`config.mk`:
```
export PLATFORM = sky130hd
export DESIGN_NAME = decode_regfile
export DESIGN_NICKNAME = d
export VERILOG_FILES = /design/src/rtl/decode_regfile.sv
export SDC_FILE = /design/constraint.sdc
export NUM_CORES = 2
export LEC_CHECK = 0
export ABC_CLOCK_PERIOD_IN_PS = 6050
export BUFFER_PORTS_ARGS = -buffer_cell sky130_fd_sc_hd__buf_2
export CAP_MARGIN = 20
export CELL_PAD_IN_SITES_DETAIL_PLACEMENT = 0
export CELL_PAD_IN_SITES_GLOBAL_PLACEMENT = 1
export CORE_MARGIN = 3
export CORE_UTILIZATION = 40
export DETAILED_ROUTE_END_ITERATION = 10
export GPL_TIMING_DRIVEN = 0
export PLACE_DENSITY = 0.62
export SYNTH_ARGS = -nofsm -noshare
export SYNTH_HDL_FRONTEND = slang
export SYNTH_SLANG_ARGS = --single-unit
```
`constraint.sdc`:
```
create_clock -name clk -period 6.05 [get_ports clk]
set_clock_uncertainty 0.05 [all_clocks]
set_input_delay 1.21 -clock clk [delete_from_list [all_inputs] [get_ports clk]]
set_output_delay 1.21 -clock clk [all_outputs]
set_load 0.05 [all_outputs]
```
`src/rtl/decode_regfile.sv`:
```
// Decode stage of the single-cycle RV32I core: field split, immediate generation,
// control bundle, 32x32 register file and sticky illegal-instruction trap.
module decode_regfile #(
  parameter int DATA_WIDTH = 32,
  parameter int ALU_OP_W   = 4
) (
  input  logic                  clk,
  input  logic                  reset_n,
  input  logic [31:0]           instruction,
  input  logic [DATA_WIDTH-1:0] current_procount,
  input  logic                  wb_en,
  input  logic [4:0]            wb_rd,
  input  logic [DATA_WIDTH-1:0] wb_data,
  output logic [DATA_WIDTH-1:0] rs1_data,
  output logic [DATA_WIDTH-1:0] rs2_data,
  output logic [DATA_WIDTH-1:0] imm,
  output logic [4:0]            rd,
  output logic [2:0]            funct3,
  output logic [DATA_WIDTH-1:0] pc_out,
  output logic                  reg_write,
  output logic                  alu_src,
  output logic                  mem_read,
  output logic                  mem_write,
  output logic                  mem_to_reg,
  output logic                  branch,
  output logic                  jump,
  output logic                  jalr,
  output logic                  pc_to_alu,
  output logic [ALU_OP_W-1:0]   alu_op,
  output logic                  illegal,
  output logic                  trap_valid,
  output logic [DATA_WIDTH-1:0] trap_pc
);

  localparam logic [6:0] OPC_OP     = 7'b0110011;
  localparam logic [6:0] OPC_OP_IMM = 7'b0010011;
  localparam logic [6:0] OPC_LOAD   = 7'b0000011;
  localparam logic [6:0] OPC_STORE  = 7'b0100011;
  localparam logic [6:0] OPC_BRANCH = 7'b1100011;
  localparam logic [6:0] OPC_JAL    = 7'b1101111;
  localparam logic [6:0] OPC_JALR   = 7'b1100111;
  localparam logic [6:0] OPC_LUI    = 7'b0110111;
  localparam logic [6:0] OPC_AUIPC  = 7'b0010111;

  localparam logic [ALU_OP_W-1:0] ALU_ADD    = 4'd0;
  localparam logic [ALU_OP_W-1:0] ALU_SUB    = 4'd1;
  localparam logic [ALU_OP_W-1:0] ALU_SLL    = 4'd2;
  localparam logic [ALU_OP_W-1:0] ALU_SLT    = 4'd3;
  localparam logic [ALU_OP_W-1:0] ALU_SLTU   = 4'd4;
  localparam logic [ALU_OP_W-1:0] ALU_XOR    = 4'd5;
  localparam logic [ALU_OP_W-1:0] ALU_SRL    = 4'd6;
  localparam logic [ALU_OP_W-1:0] ALU_SRA    = 4'd7;
  localparam logic [ALU_OP_W-1:0] ALU_OR     = 4'd8;
  localparam logic [ALU_OP_W-1:0] ALU_AND    = 4'd9;
  localparam logic [ALU_OP_W-1:0] ALU_PASS_B = 4'd10;

  logic [6:0] opcode;
  logic [4:0] rs1;
  logic [4:0] rs2;

  logic [DATA_WIDTH-1:0] regs_q [32];
  logic                  trap_valid_q, trap_valid_d;
  logic [DATA_WIDTH-1:0] trap_pc_q, trap_pc_d;

  logic [DATA_WIDTH-1:0] imm_i, imm_s, imm_b, imm_u, imm_j;

  assign opcode = instruction[6:0];
  assign rs1    = instruction[19:15];
  assign rs2    = instruction[24:20];
  assign rd     = instruction[11:7];
  assign funct3 = instruction[14:12];
  assign pc_out = current_procount;

  assign imm_i = {{20{instruction[31]}}, instruction[31:20]};
  assign imm_s = {{20{instruction[31]}}, instruction[31:25], instruction[11:7]};
  assign imm_b = {{19{instruction[31]}}, instruction[31], instruction[7],
                  instruction[30:25], instruction[11:8], 1'b0};
  assign imm_u = {instruction[31:12], 12'b0};
  assign imm_j = {{11{instruction[31]}}, instruction[31], instruction[19:12],
                  instruction[20], instruction[30:21], 1'b0};

  function automatic logic [ALU_OP_W-1:0] alu_from_funct(input logic [2:0] f3, input logic alt);
    logic [ALU_OP_W-1:0] op;
    case (f3)
      3'b000:  op = alt ? ALU_SUB : ALU_ADD;
      3'b001:  op = ALU_SLL;
      3'b010:  op = ALU_SLT;
      3'b011:  op = ALU_SLTU;
      3'b100:  op = ALU_XOR;
      3'b101:  op = alt ? ALU_SRA : ALU_SRL;
      3'b110:  op = ALU_OR;
      default: op = ALU_AND;
    endcase
    return op;
  endfunction

  // Reads never see a same-cycle write, so the path stays loop-free.
  assign rs1_data = (rs1 == 5'd0) ? '0 : regs_q[rs1];
  assign rs2_data = (rs2 == 5'd0) ? '0 : regs_q[rs2];

  always_comb begin
    imm        = '0;
    reg_write  = 1'b0;
    alu_src    = 1'b0;
    mem_read   = 1'b0;
    mem_write  = 1'b0;
    mem_to_reg = 1'b0;
    branch     = 1'b0;
    jump       = 1'b0;
    jalr       = 1'b0;
    pc_to_alu  = 1'b0;
    alu_op     = ALU_ADD;
    illegal    = 1'b0;
    case (opcode)
      OPC_OP: begin
        reg_write = 1'b1;
        alu_op    = alu_from_funct(funct3, instruction[30]);
      end
      OPC_OP_IMM: begin
        reg_write = 1'b1;
        alu_src   = 1'b1;
        imm       = imm_i;
        alu_op    = alu_from_funct(funct3, instruction[30] && (funct3 == 3'b101));
      end
      OPC_LOAD: begin
        reg_write  = 1'b1;
        alu_src    = 1'b1;
        mem_read   = 1'b1;
        mem_to_reg = 1'b1;
        imm        = imm_i;
      end
      OPC_STORE: begin
        alu_src   = 1'b1;
        mem_write = 1'b1;
        imm       = imm_s;
      end
      OPC_BRANCH: begin
        branch = 1'b1;
        alu_op = ALU_SUB;
        imm    = imm_b;
      end
      OPC_JAL: begin
        reg_write = 1'b1;
        jump      = 1'b1;
        imm       = imm_j;
      end
      OPC_JALR: begin
        reg_write = 1'b1;
        jump      = 1'b1;
        jalr      = 1'b1;
        alu_src   = 1'b1;
        imm       = imm_i;
      end
      OPC_LUI: begin
        reg_write = 1'b1;
        alu_src   = 1'b1;
        alu_op    = ALU_PASS_B;
        imm       = imm_u;
      end
      OPC_AUIPC: begin
        reg_write = 1'b1;
        alu_src   = 1'b1;
        pc_to_alu = 1'b1;
        imm       = imm_u;
      end
      default: illegal = 1'b1;
    endcase
    // Fields and immediate stay decoded under reset; only the control bundle is NOP'd.
    if (!reset_n) begin
      reg_write  = 1'b0;
      alu_src    = 1'b0;
      mem_read   = 1'b0;
      mem_write  = 1'b0;
      mem_to_reg = 1'b0;
      branch     = 1'b0;
      jump       = 1'b0;
      jalr       = 1'b0;
      pc_to_alu  = 1'b0;
      alu_op     = ALU_ADD;
      illegal    = 1'b0;
    end
  end

  always_ff @(posedge clk) begin
    if (!reset_n) begin
      for (int i = 0; i < 32; i++) regs_q[i] <= '0;
    end else if (wb_en && (wb_rd != 5'd0)) begin
      regs_q[wb_rd] <= wb_data;
    end
  end

  always_comb begin
    trap_valid_d = trap_valid_q;
    trap_pc_d    = trap_pc_q;
    if (illegal && !trap_valid_q) begin
      trap_valid_d = 1'b1;
      trap_pc_d    = current_procount;
    end
  end

  always_ff @(posedge clk) begin
    if (!reset_n) begin
      trap_valid_q <= 1'b0;
      trap_pc_q    <= '0;
    end else begin
      trap_valid_q <= trap_valid_d;
      trap_pc_q    <= trap_pc_d;
    end
  end

  assign trap_valid = trap_valid_q;
  assign trap_pc    = trap_pc_q;

endmodule

```
==> flow_metrics.env <==
export IMPL_routed_wl_mm=273
export IMPL_boundaryPins=287
export IMPL_worst_path_buf_inv=6
export IMPL_ys_ff_latch=1034
export IMPL_clk_path_buf_depth=3
export IMPL_period_share=1.02
export IMPL_cp_slowest_stage_delay_ps=1030
export IMPL_crit_slowest_cell="a221oi_1"
export IMPL_drive_gt1_frac=0.240
export IMPL_drc=0
export IMPL_clk_latency_ps=770
export IMPL_synth_mux_area_frac=0.199
export IMPL_viasPerCell=6.25
export IMPL_relSlewSlack=0.163
export IMPL_cp_top_family="buffers and inverters"
export IMPL_startpoint_type="input pin"
export IMPL_worstPathRequired_ps=4790
export IMPL_final_antenna_net_count=0
export IMPL_cts_tree="built"
export IMPL_setup_worst_path_class="input pin to output port"
export IMPL_rows=137
export IMPL_synthXorXnorAreaFrac=0
export IMPL_dieArea_um2=146000
export IMPL_dp_hpwl_mm=205
export IMPL_initialDrtViolationCount=6398
export IMPL_final_common_cell="edfxtp_1"
export IMPL_setup_viol=14
export IMPL_synthArstFlopShare=0
export IMPL_die_y_um=382
export IMPL_grt_max_degree=21
export IMPL_coreArea_um2=140000
export IMPL_yosys_area_share_simple=0.151
export IMPL_cts_sinks=1034
export IMPL_worst_slew_pin_slew_ps=1250
export IMPL_start_util=0.404
export IMPL_finalPower_mw=18.9
export IMPL_ys_flop_type="edfxtp_1"
export IMPL_antenna_found_initial=24
export IMPL_crit_path_cell_trace="buf_2, buf_2, buf_2, buf_1, buf_8, mux2i_1, a221oi_1, buf_2"
export IMPL_synthDistinctLibCells=56
export IMPL_track_usage=0.369
export IMPL_yosysSeqAreaShare=0.544
export IMPL_layout_common_cells="edfxtp_1 (1001), and2_1 (996), buf_2 (337)"
export IMPL_syn_area_um2=56500
export IMPL_grt_overflow=0
export IMPL_cp_common_cell="buf_2"
export IMPL_failed_checks="negative setup slack"
export IMPL_grt_pass1_wl_mm=362
export IMPL_cp_end_kind="output port"
export IMPL_layout_min_cycle_time_ps=6170
export IMPL_drtPass1Iterations=6
export IMPL_grt_pass1_vias=41400
export IMPL_htreeDepth=3
export IMPL_routedWlPerCell_um=40.2
export IMPL_power_leakage_nw=24.1
export IMPL_hold_viol_final=0
export IMPL_synth_top_family_by_area="multiplexers"
export IMPL_synth_compound_area_frac=0.0646
export IMPL_clock_fmax_mhz=162
export IMPL_vias=42500
export IMPL_syn_inst=4320
export IMPL_cts_root_buf="clkbuf_16"
export IMPL_rsz0062_at_grt="no"
export IMPL_worstPathArrival_ps=4910
export IMPL_area_delta_synth_final_pct=16.8
export IMPL_slew_viol_final=0
export IMPL_portBuffers=279
export IMPL_numCtsBuffers=118
export IMPL_p_per_area_nw_per_um2=286
export IMPL_hold_buffers=0
export IMPL_setup_ws_ps=-121
export IMPL_finalSetupTns_ps=-830
export IMPL_synthAdderAreaFrac=0
export IMPL_nNetsFinal=4908
export IMPL_synth_edf_count=1001
export IMPL_routabilityCongestion=1.00
export IMPL_ys_warn_count=0
export IMPL_critPathMaxFanout=10
export IMPL_vdd_ir_drop_max_mv=0.221
export IMPL_maxCapViolCount=0
export IMPL_status="finished with violations"
export IMPL_syn_area_per_cell_um2=13.1
export IMPL_die_w_um=382
export IMPL_clk_pin_slew_ps=60
export IMPL_min_path_type="register to register"
## logic make-up after synthesis
family	Yosys count
AO/OA/AOI/OAI	549
buffers and inverters	492
flip-flops	1034
multiplexers	738
other	1
AND/OR/NAND/NOR	1506
## power by group
| group | switching (mW) | internal, mW | total, mW |
|---|---|---|---|
| clock network | 3.14 | 4.11 | 7.25 |
| registers | 0.215 | 8.25 | 8.46 |
| logic | 2.22 | 0.970 | 3.19 |
| total | 5.58 | 13.3 | 18.9 |
## synthesized netlist by cell type, types with 22 or more instances
cell type / count / share of area
o22ai_1: 23 / 0.0025
clkbuf_1: 306 / 0.020
and2_1: 996 / 0.11
and3_1: 25 / 0.0028
a21oi_1: 101 / 0.0089
buf_2: 55 / 0.0049
o2111ai_1: 22 / 0.0034
mux4_2: 296 / 0.12
nand3_1: 64 / 0.0057
mux2i_1: 313 / 0.055
o211ai_1: 31 / 0.0041
dfxtp_1: 33 / 0.012
buf_4: 91 / 0.012
nor2_1: 49 / 0.0033
a22oi_1: 109 / 0.014
edfxtp_1: 1001 / 0.53
nand2_1: 283 / 0.019
o21ai_0: 106 / 0.0094
a41oi_1: 23 / 0.0036
a31oi_1: 25 / 0.0028
or3_1: 27 / 0.0030
mux2_2: 129 / 0.026
## metal layers
metal / wire [um] / GRT usage
met1: 105000 / 0.487
met2: 115000 / 0.534
met3: 34200 / 0.121
met4: 18900 / 0.204
met5: 277 / 0
## flip-flops by register name (all words and copies together), names as in the netlist
register    count
regs_q       1001
trap_valid      1
trap_pc        32
## layout make-up
type	count	area, um2
fillers	12700	73800
flip-flops and latches	1034	30700
multi-input cells	2802	23900
clock buffers	146	3120
repair buffers	357	2860
plain buffers	485	2380
well taps	1876	2350
clock inverters	74	676
diodes	19	47.5
inverters	6	23.8
## path summary, 6_finish.rpt
check                            from                       end  slack (ps)  cells past startpoint
max                   instruction[17]               rs1_data[0]        -120                      8
min          trap_pc[21]$_SDFFE_PN0P_  trap_pc[21]$_SDFFE_PN0P_         400                      2
max reg2reg   trap_valid$_SDFFE_PN0P_   trap_pc[4]$_SDFFE_PN0P_        4290                      3
min reg2reg  trap_pc[21]$_SDFFE_PN0P_  trap_pc[21]$_SDFFE_PN0P_         400                      2
## metrics by stage
stage	hold slack (ps)	utilization	std cells	area [um2]	setup WS [ps]
floorplan	621	-	4328	56600	886
detailed placement	396	0.444	6554	62000	-655
global route	420	0.472	6789	66000	12.2
global placement	393	0.431	6483	60300	-3360
finish	404	0.472	6799	66000	-121
CTS	406	0.471	6773	65900	16.6
## worst reg2reg max path: stages, from the launching register on
cell and delay [ps]:
dfxtp_1 340, nor4_4 660, clkbuf_1 410, o21ai_0 170
## timing repair
action                                  4_1_cts  5_1_grt
gates resized for setup                      23       26
setup buffers                                 0        0
endpoints found under the setup margin       41       12
(Power assumes the default switching activity.)
